### config.mk
export PLATFORM = sky130hd
export DESIGN_NAME = reg_dest_scoreboard
export DESIGN_NICKNAME = d
export VERILOG_FILES = /design/src/rtl/reg_dest_scoreboard.sv
export SDC_FILE = /design/constraint.sdc
export NUM_CORES = 1
export LEC_CHECK = 0
export ABC_AREA = 1
export BUFFER_PORTS_ARGS = -buffer_cell sky130_fd_sc_hd__buf_2
export CAP_MARGIN = 20
export CORE_ASPECT_RATIO = 0.9
export CORE_UTILIZATION = 56
export DETAILED_ROUTE_END_ITERATION = 10
export GPL_ROUTABILITY_DRIVEN = 1
export MAX_ROUTING_LAYER = met4
export PLACE_DENSITY = 0.84
export SETUP_SLACK_MARGIN = 0.2
export SLEW_MARGIN = 0
export SYNTH_ARGS = -nofsm -noshare
export SYNTH_HDL_FRONTEND = slang
export SYNTH_SLANG_ARGS = --single-unit
### constraint.sdc
create_clock -name clk -period 5.5 [get_ports clk]
set_input_delay 0.55 -clock clk [delete_from_list [all_inputs] [get_ports clk]]
set_output_delay 0.55 -clock clk [all_outputs]
set_load 0.005 [all_outputs]
### src/rtl/reg_dest_scoreboard.sv
// reg_dest_scoreboard
// Decodes the writeback destination into a registered one-hot register-file
// write enable and tracks a per-register pending-write scoreboard so the issue
// stage can stall on a destination that still has a write outstanding.
// Optional build macro: REG_ZERO_HARDWIRED_EN (register 0 hardwired to zero:
// never written, never reserved, always issuable, never flagged on writeback).
module reg_dest_scoreboard #(
  parameter  int ADDR_W   = 4,
  parameter  int NUM_REGS = 16,
  localparam int CNT_W    = $clog2(NUM_REGS + 1)
) (
  input  logic                clk,
  input  logic                reset,
  input  logic                issue_valid,
  input  logic [ADDR_W-1:0]   issue_addr,
  output logic                issue_ready,
  input  logic                wb_valid,
  input  logic [ADDR_W-1:0]   wb_addr,
  output logic [NUM_REGS-1:0] wr_en,
  output logic [NUM_REGS-1:0] pending,
  output logic [CNT_W-1:0]    pending_cnt,
  output logic                wb_err
);

  // Registers that may actually be written or reserved. With register 0
  // hardwired, its bit is masked out of every write enable and reservation.
`ifdef REG_ZERO_HARDWIRED_EN
  localparam logic [NUM_REGS-1:0] WRITABLE = {{(NUM_REGS-1){1'b1}}, 1'b0};
`else
  localparam logic [NUM_REGS-1:0] WRITABLE = {NUM_REGS{1'b1}};
`endif

  logic [NUM_REGS-1:0] issue_dec;   // one-hot of issue_addr, zero if out of range
  logic [NUM_REGS-1:0] wb_dec;      // one-hot of wb_addr, zero if out of range
  logic                issue_fire;  // reservation handshake this cycle
  logic [NUM_REGS-1:0] set_vec;     // bit being reserved this cycle
  logic [NUM_REGS-1:0] clr_vec;     // bit being released this cycle
  logic                cnt_inc;
  logic                cnt_dec;
  logic                wb_err_next;

  // Address decode: an out-of-range address simply matches no register.
  always_comb begin
    // NOTE: every combinational output gets a default before the loop so no path leaves it unassigned (no latch).
    issue_dec = '0;
    wb_dec    = '0;
    for (int i = 0; i < NUM_REGS; i++) begin
      issue_dec[i] = (issue_addr == ADDR_W'(i));
      wb_dec[i]    = (wb_addr == ADDR_W'(i));
    end
  end

  // Ready means in range and not already reserved; it ignores issue_valid.
  // A hardwired register 0 is never pending, so it always reads as ready.
  assign issue_ready = (|issue_dec) & ~(|(issue_dec & pending));
  assign issue_fire  = issue_valid & issue_ready;

  // Scoreboard update vectors. No same-cycle bypass: a pending destination
  // is not ready, so the writeback clears it and the issue retries later.
  assign set_vec = issue_fire ? (issue_dec & WRITABLE) : '0;
  assign clr_vec = wb_valid   ? wb_dec                 : '0;

  // The count moves only when the population actually changes, so it
  // always equals popcount(pending) and cannot wrap.
  assign cnt_inc = |set_vec;
  assign cnt_dec = |(clr_vec & pending);

  // Error on out-of-range or unreserved writeback, except hardwired reg 0.
  assign wb_err_next = wb_valid & ~(|(wb_dec & pending)) & ~(|(wb_dec & ~WRITABLE));

  // Registered state: write-enable pulse, scoreboard, count and error pulse.
  always_ff @(posedge clk) begin
    // NOTE: sequential state uses non-blocking assignments so every register samples pre-edge values.
    if (reset) begin
      wr_en       <= '0;
      pending     <= '0;
      pending_cnt <= '0;
      wb_err      <= 1'b0;
    end else begin
      wr_en       <= wb_valid ? (wb_dec & WRITABLE) : '0;
      pending     <= (pending & ~clr_vec) | set_vec;
      pending_cnt <= pending_cnt + CNT_W'(cnt_inc) - CNT_W'(cnt_dec);
      wb_err      <= wb_err_next;
    end
  end

endmodule
-- Word-level counts from Yosys, hierarchy flattened
Cells that the tools add are included.
- register bits: 38
- latch bits: 0
- memory bits (writable): 0
- bits in read-only memories: 0
- output and inout port bits: 39
- logic and storage cells: 56
- memories: 0
- add/subtract/negate cells: 2
- multipliers: 0
- div/mod/pow operators: 0
- magnitude comparators: 0
- equal/unequal tests: 30
- shift operators: 0
- muxes and demuxes: 2
- bitwise gates (word level): 11
- reduce and logical (&&, ||, !) cells: 7
- operators by type and width (operator ; number):
    $reduce_or 16->1 ; 5
    $and 16x16->16 ; 4
    $eq 4x4->1 const B ; 16
    $eq 4x3->1 const B ; 8
    $mux 16 ; 2
    $eq 4x2->1 const B ; 4
    $not 16->16 ; 1
    $or 16x16->16 ; 1
    $eq 4x1->1 const B ; 2
    $logic_not 4->1 ; 2
    $add 5x1->5 ; 1
    $sub 5x1->5 ; 1
    $and 1x1->1 ; 3
    $not 1->1 ; 2

-- Longest topological paths before layout
Gate-level depths: netlist of the first run.
- depth after elaboration: 10
- mapped depth: 17
- mapped depth without buffers: 16

-- Worst setup path before layout of the first run
OpenSTA, ideal clock, no wires.
- path type: input -> register
- start: in issue_addr[0]
- end: reg pending_cnt[4]
- data arrival time: 2.678 ns
- required time: 5.368 ns
- path slack: 2.690 ns
- stages: 17
- buffers on the path: 1
- cell sequence: nand2_2 > inv_1 > nand3_1 > nand2_1 > nor2_1 > nand2_1 > nor2_4 > buf_6 > nand2_1 > ha_1 > inv_1 > ha_1 > inv_1 > fa_1 > o31ai_1 > or2_2 > a21oi_1
- longest elaborated chain between the ends: 10
- ends and longest elaborated chain (element ; RTL line ; text):
    from (decl) ; 15 ; input logic [ADDR_W-1:0] issue_addr,
    $eq 4x1->1 (tied with other cells) ; 48 ; issue_dec[i] = (issue_addr == ADDR_W'(i));
    $and 16x16->16 ; 55 ; assign issue_ready = (|issue_dec) & ~(|(issue_dec & pending));
    $reduce_or 16->1 ; 55 ;
    $not 1->1 ; 55 ;
    $and 1x1->1 (*) ; 55 ;
    via issue_ready ; 16 ; output logic issue_ready,
    $and 1x1->1 (*) ; 56 ; assign issue_fire = issue_valid & issue_ready;
    $mux 16 (*) ; 60 ; assign set_vec = issue_fire ? (issue_dec & WRITABLE) : '0;
    $reduce_or 16->1 (*) ; 65 ; assign cnt_inc = |set_vec;
    $add 5x1->5 (*) ; 82 ; pending_cnt <= pending_cnt + CNT_W'(cnt_inc) - CNT_W'(cnt_dec);
    $sub 5x1->5 (*) ; 82 ;
    to (signal assigned) ; 82 ;
    to (decl) ; 21 ; output logic [CNT_W-1:0] pending_cnt,
The timed path passes the listed nets; every way through them passes the cells marked *.
A chain may end at the register's enable or synchronous reset.

-- Worst setup path in the final report of the first run
- start: in issue_addr[0]
- end: reg pending_cnt[4]
- longest elaborated chain between the ends: 10
- ends and longest elaborated chain (element ; RTL line):
    $eq 4x1->1 (tied with other cells) ; 48
    $and 16x16->16 ; 55
    $reduce_or 16->1 ; 55
    $not 1->1 ; 55
    $and 1x1->1 ; 55
    $and 1x1->1 ; 56
    $mux 16 (*) ; 60
    $reduce_or 16->1 (*) ; 65
    $add 5x1->5 (*) ; 82
    $sub 5x1->5 (*) ; 82
Mark *: on every way between the ends. The rest lies on a longest branch, timed or not.

==> impl_metrics.yaml, run 1 <==
clock_network:
  clockBufferDepth: 2
  htree_levels: 2
  cts_hold_buf: 0
  cts_resized: 0
  cts_tree: "yes"
  path_clk_slew_ns: 0.07
  clk_latency_ns: 0.30
  cts-root-buf: "clkbuf_8"
  cts_buffers: 5
  cts_sinks: 38
  post_cts.repair.setup_buffers: 0
timing:
  hold_viol: 0
  grt_setup_unrepaired: "no"
  slew_violations: 0
  setup_viol: 0
  maxSlewHeadroom_pct: 58.3
  worstMarginPinSlew_ns: 0.624
  skew_ns: 0.00279
  post-route-min-period_ns: 3.06
  fmax_mhz: 327
  worst_hold_slack_ns: 0.529
  min_period_over_period_pct: 55.6
  fin_setup_tns_ns: 0
critical_path:
  critPathMaxFanout: 18
  critPathKind: "primary input to flip-flop"
  worstPathRequired_ns: 5.66
  arrival_ns: 3.22
  cp-end-kind: "flip-flop"
  crit_path_start_kind: "primary input"
logic_synthesis:
  ys_ff_latch: 38
  synth_edf_count: 0
  ys.flop_type: "dfxtp_1"
  synth_top_area_share_pct: 38.2
  synth_cells: 298
  syn_area_sq_um: 1990
  yosys-top-cells-area: "dfxtp_1 38%, nand3_1 13%, nor2_1 10%, nand2_1 9.2%, inv_1 7.2%"
  syn-num-nets: 316
  avgSynthCellArea_sq_um: 6.68
  synth_warnings: 0
  async_reset_ff_share_pct: 0
  synth_area_leader_cell: "dfxtp_1"
  synth_cell_types: 25
  ys_seq_area_share_pct: 38.2
die:
  start_util_pct: 58.9
  die-area_sq_um: 3800
  fp.dieW_microns: 64.8
  die_y_microns: 58.6
  core-area_sq_um: 3380
  ios: 51
  row_count: 20
cells_and_area:
  final_nets: 365
  layout-drive-gt1-share_pct: 17.8
  fillers: 313
  fin_area_sq_um: 2340
  antennaDiodeCount: 0
  area_growth_pct: 17.7
  final_util_pct: 69.3
  regArea_sq_um: 761
  multi_input_area_sq_um: 1040
power_and_ir_drop:
  p_switching_uw: 188
  p_clk_share_pct: 30.9
  ir_worst_vdd_uv: 133
  combPwrFrac_pct: 21.1
  internal_power_uw: 442
  p_leak_uw: 0.00113
  seq_power_share_pct: 48.1
  power_density_nw_per_um2: 269
  swShare_pct: 29.8
grt:
  grt_use_total_pct: 31.9
  grt_first_pass_wirelength_mm: 8.69
  grt_pass1_vias: 1802
  grt-ovfl-total: 0
  antenna_found_initial: 0
  grt_start_max_net_pins: 30
place:
  io_buffers: 50
  dpl.hpwl_mm: 4.06
  place.gp.congestion: 0.932
  placed_area_sq_um: 2250
hold_path:
  hp-class: "flip-flop to flip-flop"
detailed_routing:
  drt-total-wl_mm: 5.48
  drc: 0
  final_antenna_net_count: 0
  dr_wl_met2_mm: 2.45
  routedWlPerCell_microns: 14.0
  drtIter0Drc: 216
  drt-met1-wl_mm: 2.40
  dr_wl_met3_microns: 524
  vias: 2182
  first_pass_iters: 5
  routed.top_layer: "met4"
  viasPerCell: 5.57
flow_run:
  maxCapViolations: 0
run_status:
  outcome: "finished, final reports clean"
## synth_stat cells, drive strengths merged, types with 2 or more instances
cell / number
nor2: 56
a21oi: 19
xor2: 2
o22ai: 4
nand4: 7
clkbuf: 6
o21ai: 6
dfxtp: 38
o2111ai: 2
nand2: 51
inv: 38
ha: 5
buf: 2
nand3: 51
nor3: 4
## cell usage in the layout, fill, tap and decap left out, drive strengths merged, types with 4 or more instances in the layout
cell type	n
nand3	51
o21ai	6
a21oi	19
nand4	7
nor2	56
nor3	4
clkbuf	7
ha	5
dfxtp	38
buf	50
inv	38
o22ai	4
nand2	51
## state kept, by name, indices dropped and copies added (netlist names)
signal,cells
pending_cnt,5
wr_en,16
wb_err,1
pending,16
## layer usage
layer / track usage [%] / up-vias
met1: 43.5 / 965
met3: 5.62 / 15
met4: 11.1 / 0
li1: - / 1071
met5: - / -
met2: 47.5 / 131
## critical path, stage by stage
cell     delay, ns
buf_2         0.12
nand2_2       0.12
inv_1         0.11
nand3_1       0.08
nand2_1       0.07
nor2_1        0.10
nand2_1       0.09
nor2_4        0.35
nand2_1       0.13
ha_1          0.29
inv_1         0.05
ha_1          0.15
inv_1         0.06
fa_1          0.41
o31ai_1       0.31
or2_2         0.16
a21oi_1       0.05
## power by group through the flow
stage          clock network [uW]  logic, uW  registers (uW)
5_1_grt                       207        151             305
6_report                      194        133             302
3_5_place_dp                    0        128             308
4_1_cts                       194        132             302
2_1_floorplan                   0       86.8             308
3_3_place_gp                    0        123             308
## cell families (layout without fill, tap and decap cells)
| logic type | after synthesis | in the layout | share of synthesized area (%) |
|---|---|---|---|
| AO/OA/AOI/OAI | 33 | 33 | 9.11 |
| XOR/XNOR | 2 | 2 | 0.880 |
| adder cells (fa/ha/maj) | 6 | 6 | 4.15 |
| buffers and inverters | 47 | 97 | 9.62 |
| flip-flops | 38 | 38 | 38.2 |
| AND/OR/NAND/NOR | 172 | 172 | 38.0 |
## path summary, 6_finish.rpt
| path | depth (start not counted) | startpoint | slack [ns] | to |
|---|---|---|---|---|
| worst max-delay path | 17 | issue_addr[0] | 2.44 | pending_cnt[4]$_SDFF_PP0_ |
| worst min-delay path | 2 | pending[0]$_SDFF_PP0_ | 0.53 | pending[0]$_SDFF_PP0_ |
| worst max register to register | 14 | pending[8]$_SDFF_PP0_ | 2.62 | pending_cnt[4]$_SDFF_PP0_ |
| worst min register to register | 2 | pending[0]$_SDFF_PP0_ | 0.53 | pending[0]$_SDFF_PP0_ |
## per-stage QoR
step	instances	worst slack, ns	total power (uW)
finish	392	2.44	629
global placement	384	2.29	431
CTS	392	2.50	628
floorplan	298	2.69	394
detailed placement	384	2.21	437
global route	392	2.22	662
## final cells by class
type                            count  area share [%]
Clock buffer                        7            3.69
Clock inverter                      1           0.214
Inverter                           39            6.25
Multi-Input combinational cell    213            44.3
Sequential cell                    38            32.5
Tap cell                           44            2.35
Timing Repair Buffer               50            10.7
Note: power is estimated with default switching activity, not from simulation.
==> run 2: changes to the inputs <==
- CORE_UTILIZATION: 56 -> 52
- PLACE_DENSITY: 0.84 -> 0.79
- clock period: 5.5 -> 3.01 ns (I/O delays scaled with it)
==> run 2 against run 1 <==
Net effect:
- power is 79% higher
- clock power is 66% higher
- sequential cell count stayed put
- combinational power is 89% higher
- largest cell class unchanged
- highest routed layer unchanged
==> impl_metrics.yaml, run 2 (synthesis results as in run 1) <==
run_status:
  outcome: "finished, final reports clean"
power_and_ir_drop:
  ir_worst_vdd_uv: 300
  p_leak_uw: 0.00117
  internal_power_uw: 790
  power_density_nw_per_um2: 466
  p_clk_share_pct: 28.7
  seq_power_share_pct: 49.0
  power_uw: 1130
  combPwrFrac_pct: 22.3
  swShare_pct: 29.8
  p_switching_uw: 335
detailed_routing:
  final_antenna_net_count: 0
  first_pass_iters: 5
  drtIter0Drc: 234
  viasPerCell: 5.55
  vias: 2231
  drc: 0
  drt-total-wl_mm: 5.37
  routedWlPerCell_microns: 13.4
clock_network:
  path_clk_slew_ns: 0.07
  cts_tree: "yes"
  clk_latency_ns: 0.29
  cts_buffers: 5
  clockBufferDepth: 2
  cts_sinks: 38
  htree_levels: 2
  cts-root-buf: "clkbuf_8"
cells_and_area:
  final_nets: 376
  fillers: 321
  final_common_cell: "nor2_1"
  antennaDiodeCount: 0
  layout-drive-gt1-share_pct: 20.1
  mostFrequentLayoutCells: "54 x nor2_1, 51 x nand3_1, 50 x buf_2"
  final_util_pct: 68.9
  area_growth_pct: 21.3
  top_regs: "pending (16), wr_en (16), pending_cnt (5)"
grt:
  grt-ovfl-total: 0
  grt_first_pass_wirelength_mm: 8.45
  grt_pass1_vias: 1826
  grt_start_max_net_pins: 30
  antenna_found_initial: 0
  grt_use_total_pct: 29.2
critical_path:
  worstPathRequired_ns: 3.17
  critPathKind: "flip-flop to flip-flop"
  critPathMaxFanout: 7
  cp-end-kind: "flip-flop"
  arrival_ns: 2.74
  crit_path_start_kind: "flip-flop"
hold_path:
  hp-class: "primary input to flip-flop"
timing:
  setup_viol: 0
  slew_violations: 0
  min_period_over_period_pct: 85.8
  post-route-min-period_ns: 2.58
  fmax_mhz: 387
  hold_viol: 0
  maxSlewHeadroom_pct: 64.2
  fin_setup_tns_ns: 0
  skew_ns: 0.00710
  grt_setup_unrepaired: "no"
  worstMarginPinSlew_ns: 0.537
die:
  row_count: 20
  fp.dieW_microns: 67.2
  die-area_sq_um: 4080
  core-area_sq_um: 3500
  die_y_microns: 60.7
  start_util_pct: 56.8
  ios: 51
place:
  place.gp.congestion: 0.957
  io_buffers: 50
  dpl.hpwl_mm: 3.95
flow_run:
  maxCapViolations: 0
run 2: cell count changes in the layout (fill, tap and decap cells not counted):
cell | previous run | this run
buf_4 | 0 | 11
clkbuf_1 | 1 | 2
clkbuf_8 | 6 | 5
clkinv_2 | 1 | 0
o31ai_1 | 1 | 0
o31ai_2 | 0 | 1
run 2: per-layer routing:
metal | up-vias | track usage [%] | wire (microns)
met5 | - | - | 0
met4 | 0 | 12.5 | 124
met3 | 13 | 6.95 | 618
met2 | 152 | 40.7 | 2210
met1 | 971 | 39.9 | 2420
li1 | 1095 | - | -
run 2: metrics by stage:
stage / setup WS [ns] / std cells / hold slack (ns) / cell area, sq um
3_5_place_dp: 0.0642 / 388 / 0.505 / 2280
2_1_floorplan: 0.449 / 298 / 0.486 / 1990
4_1_cts: 0.273 / 395 / 0.378 / 2360
5_1_grt: 0.246 / 402 / 0.419 / 2410
6_report: 0.426 / 402 / 0.390 / 2410
3_3_place_gp: 0.140 / 388 / 0.494 / 2280
run 2: power groups by stage:
| stage | Sequential (uW) | Combinational [uW] | Clock, uW |
|---|---|---|---|
| 3_3_place_gp | 562 | 230 | 0 |
| 5_1_grt | 556 | 287 | 349 |
| 2_1_floorplan | 562 | 159 | 0 |
| 3_5_place_dp | 562 | 234 | 0 |
| 6_report | 552 | 251 | 322 |
| 4_1_cts | 551 | 235 | 327 |
run 2: final timing paths:
kind	depth (start not counted)	end	slack, ns	start
worst max register to register	14	pending_cnt[4]$_SDFF_PP0_	0.43	pending[5]$_SDFF_PP0_
worst min-delay path	4	wr_en[10]$_SDFF_PP0_	0.39	wb_addr[2]
worst max-delay path	14	pending_cnt[4]$_SDFF_PP0_	0.43	pending[5]$_SDFF_PP0_
worst min register to register	2	pending[13]$_SDFF_PP0_	0.52	pending[13]$_SDFF_PP0_
run 2: final cells by class:
class / instances / area (sq um) / share of cell area (%)
multi-input combinational: 213 / 1040 / 43.2
timing repair buffer: 61 / 333 / 13.8
inverter: 39 / 146 / 6.06
clock buffer: 7 / 76.3 / 3.16
sequential: 38 / 761 / 31.5
tap: 44 / 55.1 / 2.28
run 2: timing repair:
action,CTS,global route
setup endpoints to repair,0,1
hold buffers,0,0
resized for setup,0,1
setup buffers,0,7
hold endpoints to repair,0,0
run 2: critical path, stage by stage (launching register included):
cell,delay [ns]
dfxtp_1,0.38
nand3_1,0.11
nand2_1,0.05
nor2_1,0.09
nand2_1,0.10
nor2_4,0.21
nand2_1,0.09
ha_1,0.27
inv_1,0.06
ha_1,0.15
inv_1,0.06
fa_1,0.41
o31ai_2,0.28
or2_2,0.15
a21oi_1,0.05
